==> src/rtl/pwm_reg_pkg.sv <==
// pwm_reg_pkg: shared definitions for the PWM APB register bank.
//   - byte offsets of every register in the 64-byte window
//   - key bytes for the write-lock sequence
//   - ARR reset value (truncated to WIDTH at the point of use)
//   - lock-state and bus-state enums
package pwm_reg_pkg;

  localparam logic [5:0] OFF_CTRL      = 6'h00;
  localparam logic [5:0] OFF_PSC       = 6'h04;
  localparam logic [5:0] OFF_ARR       = 6'h08;
  localparam logic [5:0] OFF_CH1_START = 6'h0C;
  localparam logic [5:0] OFF_CH1_END   = 6'h10;
  localparam logic [5:0] OFF_CH2_START = 6'h14;
  localparam logic [5:0] OFF_CH2_END   = 6'h18;
  localparam logic [5:0] OFF_DTG       = 6'h1C;
  localparam logic [5:0] OFF_CFG1      = 6'h20;
  localparam logic [5:0] OFF_CFG2      = 6'h24;
  localparam logic [5:0] OFF_KEY       = 6'h28;

  localparam logic [7:0] KEY_LOCK  = 8'hC3;
  localparam logic [7:0] KEY_UNLK1 = 8'h5A;
  localparam logic [7:0] KEY_UNLK2 = 8'hA5;

  localparam logic [31:0] ARR_RST = 32'hFFFF_FFFF;

  typedef enum logic [1:0] {
    LK_UNLOCKED = 2'd0,
    LK_LOCKED   = 2'd1,
    LK_KEY1     = 2'd2
  } lock_state_e;

  typedef enum logic {
    BUS_IDLE = 1'b0,
    BUS_RESP = 1'b1
  } bus_state_e;

endpackage

==> src/rtl/pwm_lock_fsm.sv <==
// pwm_lock_fsm: key-sequence write lock.
//   clk_i, rst_n_i : clock, async active-low reset
//   key_wr_i       : committed write to the KEY register this cycle
//   any_wr_i       : committed write to any address this cycle
//   data_i         : low byte of the write data
//   locked_o       : registered, high whenever the state is not UNLOCKED
module pwm_lock_fsm
  import pwm_reg_pkg::*;
(
  input  logic       clk_i,
  input  logic       rst_n_i,
  input  logic       key_wr_i,
  input  logic       any_wr_i,
  input  logic [7:0] data_i,
  output logic       locked_o
);

  lock_state_e state_q, state_d;
  logic        locked_q, locked_d;

  always_comb begin
    state_d = state_q;
    unique case (state_q)
      LK_UNLOCKED: if (key_wr_i && data_i == KEY_LOCK)  state_d = LK_LOCKED;
      LK_LOCKED:   if (key_wr_i && data_i == KEY_UNLK1) state_d = LK_KEY1;
      // The second unlock byte must be the very next write, to any address.
      LK_KEY1:     if (any_wr_i) state_d = (key_wr_i && data_i == KEY_UNLK2) ? LK_UNLOCKED : LK_LOCKED;
      default:     state_d = LK_UNLOCKED;
    endcase
    locked_d = (state_d != LK_UNLOCKED);
  end

  always_ff @(posedge clk_i or negedge rst_n_i) begin
    if (!rst_n_i) begin
      state_q  <= LK_UNLOCKED;
      locked_q <= 1'b0;
    end else begin
      state_q  <= state_d;
      locked_q <= locked_d;
    end
  end

  assign locked_o = locked_q;

endmodule

==> src/rtl/pwm_apb_regs.sv <==
// pwm_apb_regs: APB3 register bank feeding the two-channel PWM core.
//   clk_psc_i, rst_n_i              : clock shared with PWM core, async active-low reset
//   psel_i/penable_i/pwrite_i       : APB3 controls; paddr_i byte address, [1:0] ignored
//   pwdata_i / prdata_o             : write data / registered read data
//   pready_o / pslverr_o            : registered, one wait state per transfer
//   cnt_en_o .. cfg_reg_ch2_o       : PWM core configuration, straight from flops
//   locked_o                        : timing registers write-protected
module pwm_apb_regs
  import pwm_reg_pkg::*;
#(
  parameter int unsigned WIDTH = 16
) (
  input  logic             clk_psc_i,
  input  logic             rst_n_i,
  input  logic             psel_i,
  input  logic             penable_i,
  input  logic             pwrite_i,
  input  logic [5:0]       paddr_i,
  input  logic [31:0]      pwdata_i,
  output logic [31:0]      prdata_o,
  output logic             pready_o,
  output logic             pslverr_o,
  output logic             cnt_en_o,
  output logic [WIDTH-1:0] psc_preload_o,
  output logic [WIDTH-1:0] arr_preload_o,
  output logic [WIDTH-1:0] cmp_ch1_start_o,
  output logic [WIDTH-1:0] cmp_ch1_end_o,
  output logic [WIDTH-1:0] cmp_ch2_start_o,
  output logic [WIDTH-1:0] cmp_ch2_end_o,
  output logic [7:0]       dtg_ch1_o,
  output logic [7:0]       dtg_ch2_o,
  output logic [WIDTH-1:0] cfg_reg_ch1_o,
  output logic [WIDTH-1:0] cfg_reg_ch2_o,
  output logic             locked_o
);

  bus_state_e       bus_q, bus_d;
  logic             pready_q, pready_d, pslverr_q, pslverr_d;
  logic [31:0]      prdata_q, prdata_d;
  logic             cen_q, cen_d;
  logic [WIDTH-1:0] psc_q, psc_d, arr_q, arr_d;
  logic [WIDTH-1:0] c1s_q, c1s_d, c1e_q, c1e_d, c2s_q, c2s_d, c2e_q, c2e_d;
  logic [7:0]       dtg1_q, dtg1_d, dtg2_q, dtg2_d;
  logic [WIDTH-1:0] cfg1_q, cfg1_d, cfg2_q, cfg2_d;

  logic [5:0]  word_addr;
  logic        access, mapped, prot, err, wr_ok, locked;
  logic [31:0] rdata;
  logic        unused_bits;

  assign word_addr   = {paddr_i[5:2], 2'b00};
  // Byte-lane address bits and data bits above the widest field are don't-care.
  assign unused_bits = ^{paddr_i[1:0], pwdata_i};
  // An access phase only counts from IDLE; a lingering penable in RESP is ignored.
  assign access      = (bus_q == BUS_IDLE) && psel_i && penable_i;

  always_comb begin
    mapped = 1'b1;
    prot   = 1'b0;
    rdata  = '0;
    case (word_addr)
      OFF_CTRL:      rdata = {30'd0, locked, cen_q};
      OFF_PSC:       begin prot = 1'b1; rdata = 32'(psc_q);  end
      OFF_ARR:       begin prot = 1'b1; rdata = 32'(arr_q);  end
      OFF_CH1_START: begin prot = 1'b1; rdata = 32'(c1s_q);  end
      OFF_CH1_END:   begin prot = 1'b1; rdata = 32'(c1e_q);  end
      OFF_CH2_START: begin prot = 1'b1; rdata = 32'(c2s_q);  end
      OFF_CH2_END:   begin prot = 1'b1; rdata = 32'(c2e_q);  end
      OFF_DTG:       begin prot = 1'b1; rdata = {16'd0, dtg2_q, dtg1_q}; end
      OFF_CFG1:      begin prot = 1'b1; rdata = 32'(cfg1_q); end
      OFF_CFG2:      begin prot = 1'b1; rdata = 32'(cfg2_q); end
      OFF_KEY:       rdata = '0;
      default:       mapped = 1'b0;
    endcase
  end

  assign err   = !mapped || (pwrite_i && prot && locked);
  assign wr_ok = access && pwrite_i && !err;

  always_comb begin
    cen_d  = cen_q;  psc_d  = psc_q;  arr_d  = arr_q;
    c1s_d  = c1s_q;  c1e_d  = c1e_q;  c2s_d  = c2s_q;  c2e_d = c2e_q;
    dtg1_d = dtg1_q; dtg2_d = dtg2_q; cfg1_d = cfg1_q; cfg2_d = cfg2_q;
    if (wr_ok) begin
      case (word_addr)
        OFF_CTRL:      cen_d = pwdata_i[0];
        OFF_PSC:       psc_d = pwdata_i[WIDTH-1:0];
        OFF_ARR:       arr_d = pwdata_i[WIDTH-1:0];
        OFF_CH1_START: c1s_d = pwdata_i[WIDTH-1:0];
        OFF_CH1_END:   c1e_d = pwdata_i[WIDTH-1:0];
        OFF_CH2_START: c2s_d = pwdata_i[WIDTH-1:0];
        OFF_CH2_END:   c2e_d = pwdata_i[WIDTH-1:0];
        OFF_DTG:       begin dtg1_d = pwdata_i[7:0]; dtg2_d = pwdata_i[15:8]; end
        OFF_CFG1:      cfg1_d = pwdata_i[WIDTH-1:0];
        OFF_CFG2:      cfg2_d = pwdata_i[WIDTH-1:0];
        default:       ;
      endcase
    end

    bus_d = BUS_IDLE;
    unique case (bus_q)
      BUS_IDLE: if (access) bus_d = BUS_RESP;
      BUS_RESP: bus_d = BUS_IDLE;
      default:  bus_d = BUS_IDLE;
    endcase

    pready_d  = access;
    pslverr_d = access && err;
    prdata_d  = (access && !pwrite_i) ? rdata : '0;
  end

  always_ff @(posedge clk_psc_i or negedge rst_n_i) begin
    if (!rst_n_i) begin
      bus_q    <= BUS_IDLE;
      pready_q <= 1'b0;  pslverr_q <= 1'b0;  prdata_q <= '0;
      cen_q    <= 1'b0;  psc_q     <= '0;    arr_q    <= ARR_RST[WIDTH-1:0];
      c1s_q    <= '0;    c1e_q     <= '0;    c2s_q    <= '0;  c2e_q <= '0;
      dtg1_q   <= '0;    dtg2_q    <= '0;    cfg1_q   <= '0;  cfg2_q <= '0;
    end else begin
      bus_q    <= bus_d;
      pready_q <= pready_d;  pslverr_q <= pslverr_d;  prdata_q <= prdata_d;
      cen_q    <= cen_d;     psc_q     <= psc_d;      arr_q    <= arr_d;
      c1s_q    <= c1s_d;     c1e_q     <= c1e_d;      c2s_q    <= c2s_d;  c2e_q <= c2e_d;
      dtg1_q   <= dtg1_d;    dtg2_q    <= dtg2_d;     cfg1_q   <= cfg1_d; cfg2_q <= cfg2_d;
    end
  end

  pwm_lock_fsm u_lock (
    .clk_i    (clk_psc_i),
    .rst_n_i  (rst_n_i),
    .key_wr_i (access && pwrite_i && (word_addr == OFF_KEY)),
    .any_wr_i (access && pwrite_i),
    .data_i   (pwdata_i[7:0]),
    .locked_o (locked)
  );

  assign prdata_o        = prdata_q;
  assign pready_o        = pready_q;
  assign pslverr_o       = pslverr_q;
  assign cnt_en_o        = cen_q;
  assign psc_preload_o   = psc_q;
  assign arr_preload_o   = arr_q;
  assign cmp_ch1_start_o = c1s_q;
  assign cmp_ch1_end_o   = c1e_q;
  assign cmp_ch2_start_o = c2s_q;
  assign cmp_ch2_end_o   = c2e_q;
  assign dtg_ch1_o       = dtg1_q;
  assign dtg_ch2_o       = dtg2_q;
  assign cfg_reg_ch1_o   = cfg1_q;
  assign cfg_reg_ch2_o   = cfg2_q;
  assign locked_o        = locked;

endmodule

==> config.mk <==
export PLATFORM = sky130hd
export DESIGN_NAME = pwm_apb_regs
export DESIGN_NICKNAME = d
export VERILOG_FILES = /design/src/rtl/pwm_reg_pkg.sv /design/src/rtl/pwm_lock_fsm.sv /design/src/rtl/pwm_apb_regs.sv
export SDC_FILE = /design/constraint.sdc
export NUM_CORES = 1
export LEC_CHECK = 0
export ABC_AREA = 1
export BUFFER_PORTS_ARGS = -buffer_cell sky130_fd_sc_hd__buf_2
export CAP_MARGIN = 15
export CORE_MARGIN = 10
export CORE_UTILIZATION = 53
export CTS_CLUSTER_SIZE = 12
export DETAILED_ROUTE_END_ITERATION = 8
export PLACE_DENSITY_LB_ADDON = 0.25
export SLEW_MARGIN = 25
export SYNTH_ARGS = -nofsm -noshare
export SYNTH_HDL_FRONTEND = slang
export SYNTH_SLANG_ARGS = --single-unit
==> constraint.sdc <==
create_clock -name clk_psc_i -period 1.83 [get_ports clk_psc_i]
set_input_delay 0.183 -clock clk_psc_i [delete_from_list [all_inputs] [get_ports clk_psc_i]]
set_output_delay 0.183 -clock clk_psc_i [all_outputs]
set_load 0.005 [all_outputs]
; After elaboration in Yosys (flattened, before gate mapping)
; Cells that the tools add are included.
[word_totals]
register_bits = 183
input_bits = 43
output_inout_bits = 180
word_cells = 75
[classes]
eq_ne = 15
mux = 11
n_bitwise = 1
n_reduce_logical = 31
[ops]
columns = cell, n
row1 = one-hot mux 16 bit (10 select lines), 1
row2 = two-way mux 32 bit, 1
row3 = AND reduction 2 bit, 10
row4 = == test 4 x 3 -> 1 bit (second input constant), 4
row5 = == test 8 bit (second input constant), 2
row6 = == test 4 bit (second input constant), 3
row7 = logical AND 1 bit, 12
row8 = OR reduction 11 bit, 1
row9 = OR reduction 9 bit, 1
row10 = == test 4 x 2 -> 1 bit (second input constant), 2
row11 = == test 8 x 7 -> 1 bit (second input constant), 1
row12 = logical NOT 6 bit, 1
row13 = two-way mux 2 bit, 3
row14 = one-hot mux 2 bit (3 select lines), 1
row15 = == test 4 x 1 -> 1 bit (second input constant), 1
row16 = two-way mux 1 bit, 4
row17 = logical NOT 1 bit, 3
row18 = == test 2 x 1 -> 1 bit (second input constant), 1
row19 = == test 2 bit (second input constant), 1
row20 = logical NOT 2 bit, 1
row21 = one-hot mux 1 bit (2 select lines), 1
row22 = nonzero test 2 bit, 1
row23 = logical OR 1 bit, 1
row24 = inverter 1 bit, 1

; Depth between registers and ports, before layout
[logic_depth]
word_depth = 10
ltp_mapped = 9
depth_no_buf = 9

; Modules after synthesis
; A second synthesis with hierarchy kept.
[unflattened]
cells_unflattened = 898
area_unflattened_um2 = 7922.6
[modules_own_cells]
columns = mod, n_inst, cells_per_inst, area_per_inst_um2, seq_area_each_um2
row1 = pwm_apb_regs, 1, 856, 7672.4, 4124.0
row2 = pwm_lock_fsm, 1, 42, 250.2, 75.1

; Least setup slack after synthesis
; OpenSTA, ideal clock, no wires.
[synth_timing]
kind = register to register
startpoint = register bus_q
endpoint = register c1e_q[3] (netlist: cmp_ch1_end_o[3])
arrival_time_ps = 1328
required_time_ps = 1697
path_slack_ps = 369
stages_incl_launch_ff = 8
path_buffers = 1
synth_period_minus_slack_ps = 1461
path_cell_list = dfrtp_1 > inv_1 > nand4_1 > inv_2 > nand4_4 > buf_6 > nand2_1 > o21ai_2
[synth_via]
elab_chain_len = 6
[synth_lines]
columns = item, line
row1 = from (decl), pwm_apb_regs.sv:37  ; bus_state_e bus_q, bus_d;
row2 = from (signal assigned), pwm_apb_regs.sv:120  ; bus_q <= bus_d;
row3 = inverter 1 bit, --
row4 = logical AND 1 bit (2 in series), pwm_apb_regs.sv:55  ; assign access = (bus_q == BUS_IDLE) && psel_i && penable_i;
row5 = logical AND 1 bit (2 in series), pwm_apb_regs.sv:78  ; assign wr_ok = access && pwrite_i && !err;
row6 = AND reduction 2 bit (no line), --
row7 = to (signal assigned), pwm_apb_regs.sv:117  ; c1s_q <= '0; c1e_q <= '0; c2s_q <= '0; c2e_q <= '0;
row8 = to (signal assigned), pwm_apb_regs.sv:123  ; c1s_q <= c1s_d; c1e_q <= c1e_d; c2s_q <= c2s_d; c2e_q <= c2e_d;
row9 = to (decl), pwm_apb_regs.sv:42  ; logic [WIDTH-1:0] c1s_q, c1s_d, c1e_q, c1e_d, c2s_q, c2s_d, c2e_q, c2e_d;
; Every way passes these cells.
; A chain may end at the register's enable or synchronous reset.

; Worst setup path after layout
[layout_timing]
startpoint = register bus_q
endpoint = register cfg2_q[5] (netlist: cfg_reg_ch2_o[5])
[layout_via]
elab_chain_len = 6
[layout_lines]
columns = item, line
row1 = inverter 1 bit, --
row2 = logical AND 1 bit (2 in series), pwm_apb_regs.sv:55
row3 = logical AND 1 bit (2 in series), pwm_apb_regs.sv:78
row4 = AND reduction 2 bit (no line), --
row5 = to (signal assigned), pwm_apb_regs.sv:124  ; dtg1_q <= dtg1_d; dtg2_q <= dtg2_d; cfg1_q <= cfg1_d; cfg2_q <= cfg2_d;
row6 = to (decl), pwm_apb_regs.sv:44  ; logic [WIDTH-1:0] cfg1_q, cfg1_d, cfg2_q, cfg2_d;
; Every way passes these cells.

==> results.txt <==
Status: finished clean
Fin util: 66.6%
DRT Pass-1 Iters: 5
Avg WL per Cell: 18.8 um
Final std cells w/o fill: 1289
Critical path arrival: 1.91 ns
CTS tree: yes
Max-Cap Viols: 0
Distinct cell type count after synthesis: 27
Routed WL: 24.2 mm
Cell Area, Synth: 7970 um2
Power Density: 943 nW/um2
Largest net degree at the start of global routing: 47
Setup bufs post-CTS: 0
Area leader, netlist: dfrtp_1
Initial core utilization: 54.4%
Commonest non-fill, non-tap cell in the layout: nand2_1
Total power: 9.20 mW
Detail Placement HPWL: 18.1 mm
Crit-path max FO: 20
Hold Crit Class: in -> reg
Post-synthesis area per instance: 8.93 um2
CTS root buf: clkbuf_16
Total grt overflow: 0
Via density per instance: 5.36
Final Hold Violating Endpoints: 0
Warnings, synthesis: 0
Routed Antenna Nets: 0
Antenna violations before repair: 0
Clk pin slew, worst setup/hold paths: 0.07 ns
Leak: 5.08 nW
Synth top area share: 47.4%
Antenna diodes: 0
Vias in the first global route: 6612
Die span in x: 143 um
Multi-input logic area: 3110 um2
Reg2Reg Setup Slack: 0.21 ns
Minimum clock period: 1.62 ns
First-pass GRT wire length: 37.7 mm
Vias post-DR: 6907
H-tree levels: 4
Share of post-route cells with drive strength above 1: 31.4%
Die ar.: 20300 um2
FF/Latch Area: 4200 um2
FP Rows: 44
Area contributors post-synth: dfrtp_1 (47%), nand2_1 (13%), o21ai_1 (6.1%), o21ai_2 (5.5%), dfstp_2 (5.3%)
Final setup viols: 0
Overall global routing resource usage: 23.9%
Die Y: 143 um
Yosys reg bits: 167
# DRC: 0
GPL Wtd Cong: 0.928
Max Clock Skew: 0.00913 ns
Worst EP required: 2.12 ns
# IOs: 223
Slew Limit Fails: 0
Startpoint types: flip-flop
Core box area: 14600 um2
Final instance area: 9750 um2
Post-route clock period utilization: 88.4%
Clock Latency Late Sink: 0.43 ns
RSZ-0062 raised after global routing: false
Max Buffers Root-to-Sink: 2
Initial DRC Count: 591
Dpl cell area: 9120 um2
Crit. End Element: flip-flop
Critical path type: reg -> reg
Cells after DPL: 1256
Nets@finish: 1135
Clk sinks: 167
Num CTS Buffers: 17
Fillers: 1223
Slew margin rel.: 66.4%
Worst slew pin tran: 0.503 ns
Port bufs: 188
Seq/Total Area, Yosys: 52.7%
Post-Syn Instances: 893
Setup TNS: 0 ns
Layout area overhead: 22.3%
Most frequent cells in the layout: nand2_1 (276), buf_2 (187), dfrtp_1 (151)
Post_cts resized: 0
Fmax achieved: 618 MHz
Maximum VDD drop: 0.679 mV
-- routing by layer --
layer  wire, um  vias to the layer above  share of wire, %  GRT usage (%)
met5          0                        -                 0              0
met4        432                        0               1.8           7.49
met3       2230                       28               9.2           6.60
met2      10900                      312                45           35.9
met1      10600                     3291                44           33.0
li1           -                     3276                 -              -
-- cell type report --
| cell class | count | share of cell area (%) |
|---|---|---|
| well taps | 184 | 2.36 |
| repair buffers | 224 | 14.2 |
| inverters | 54 | 2.08 |
| multi-input cells | 628 | 31.9 |
| clock buffers | 20 | 4.68 |
| clock inverters | 12 | 1.67 |
| flip-flops and latches | 167 | 43.1 |
-- state kept, by name (all words and copies together) (netlist names) --
name and count:
arr_preload_o 16, bus_q 1, u_lock.state_q 2, pslverr_o 1, u_lock.locked_o 1, cnt_en_o 1, pready_o 1, cfg_reg_ch2_o 16
cmp_ch2_start_o 16, psc_preload_o 16, cmp_ch1_start_o 16, dtg_ch1_o 8, dtg_ch2_o 8, cmp_ch2_end_o 16, cmp_ch1_end_o 16, cfg_reg_ch1_o 16
prdata_o 16
-- timing repair --
| action | in CTS | in global routing |
|---|---|---|
| endpoints found under the hold margin | 40 | 0 |
| hold buffers | 1 | 0 |
| endpoints found under the setup margin | 0 | 0 |
-- final timing paths --
path / startpoint / end / cells past startpoint
min in group asynchronous: rst_n_i / psc_preload_o[3] / 2
max in group asynchronous: rst_n_i / arr_preload_o[2] / 3
max reg2reg: bus_q / cfg_reg_ch2_o[5] / 8
min reg2reg: arr_preload_o[5] / arr_preload_o[5] / 2
max: bus_q / cfg_reg_ch2_o[5] / 8
min: psel_i / pready_o / 3
-- logic make-up (layout without fill, tap and decap cells) --
logic type	Yosys count	in the layout	synth area share (%)
other cells	1	16	0.0471
flops	167	167	52.7
compound gates	163	163	12.6
buf+inv	113	310	8.95
simple gates	449	449	25.7
-- cell usage after synthesis --
library cell,count
clkbuf_1,6
nand2_4,1
o21ai_2,50
buf_6,28
dfstp_2,16
or2_2,1
inv_2,2
and3_1,1
nand4_1,1
dfrtp_1,151
nor2_1,61
o21ai_0,1
buf_2,6
nor2_4,7
nand3b_4,1
nand3b_1,1
inv_1,52
nand3_1,82
a21oi_1,15
nand4_4,9
buf_4,19
conb_1,1
o21ai_1,97
nand2_1,276
nor3_1,2
nor2_2,4
nand2_2,2
-- critical path, stage by stage (launching register included) --
cell     delay, ns
dfrtp_1       0.36
inv_1         0.07
nand4_1       0.22
inv_2         0.15
buf_12        0.17
nand4_4       0.17
buf_12        0.21
nand2_1       0.06
o21ai_1       0.06
-- where the power goes --
group	leakage (nW)	switching (mW)	internal (mW)
sequential	2.22	0.251	4.02
combinational	2.56	0.709	0.469
clock	0.298	1.50	2.24
-- per-stage QoR --
step | setup slack [ns] | hold slack [ns]
finish | 0.213 | 0.0971
global route | 0.101 | 0.0975
CTS | 0.213 | 0.0817
detailed placement | 0.170 | 0.131
global placement | 0.219 | 0.135
floorplan | 0.369 | -0.113
Note: power is estimated with default switching activity, not from simulation.
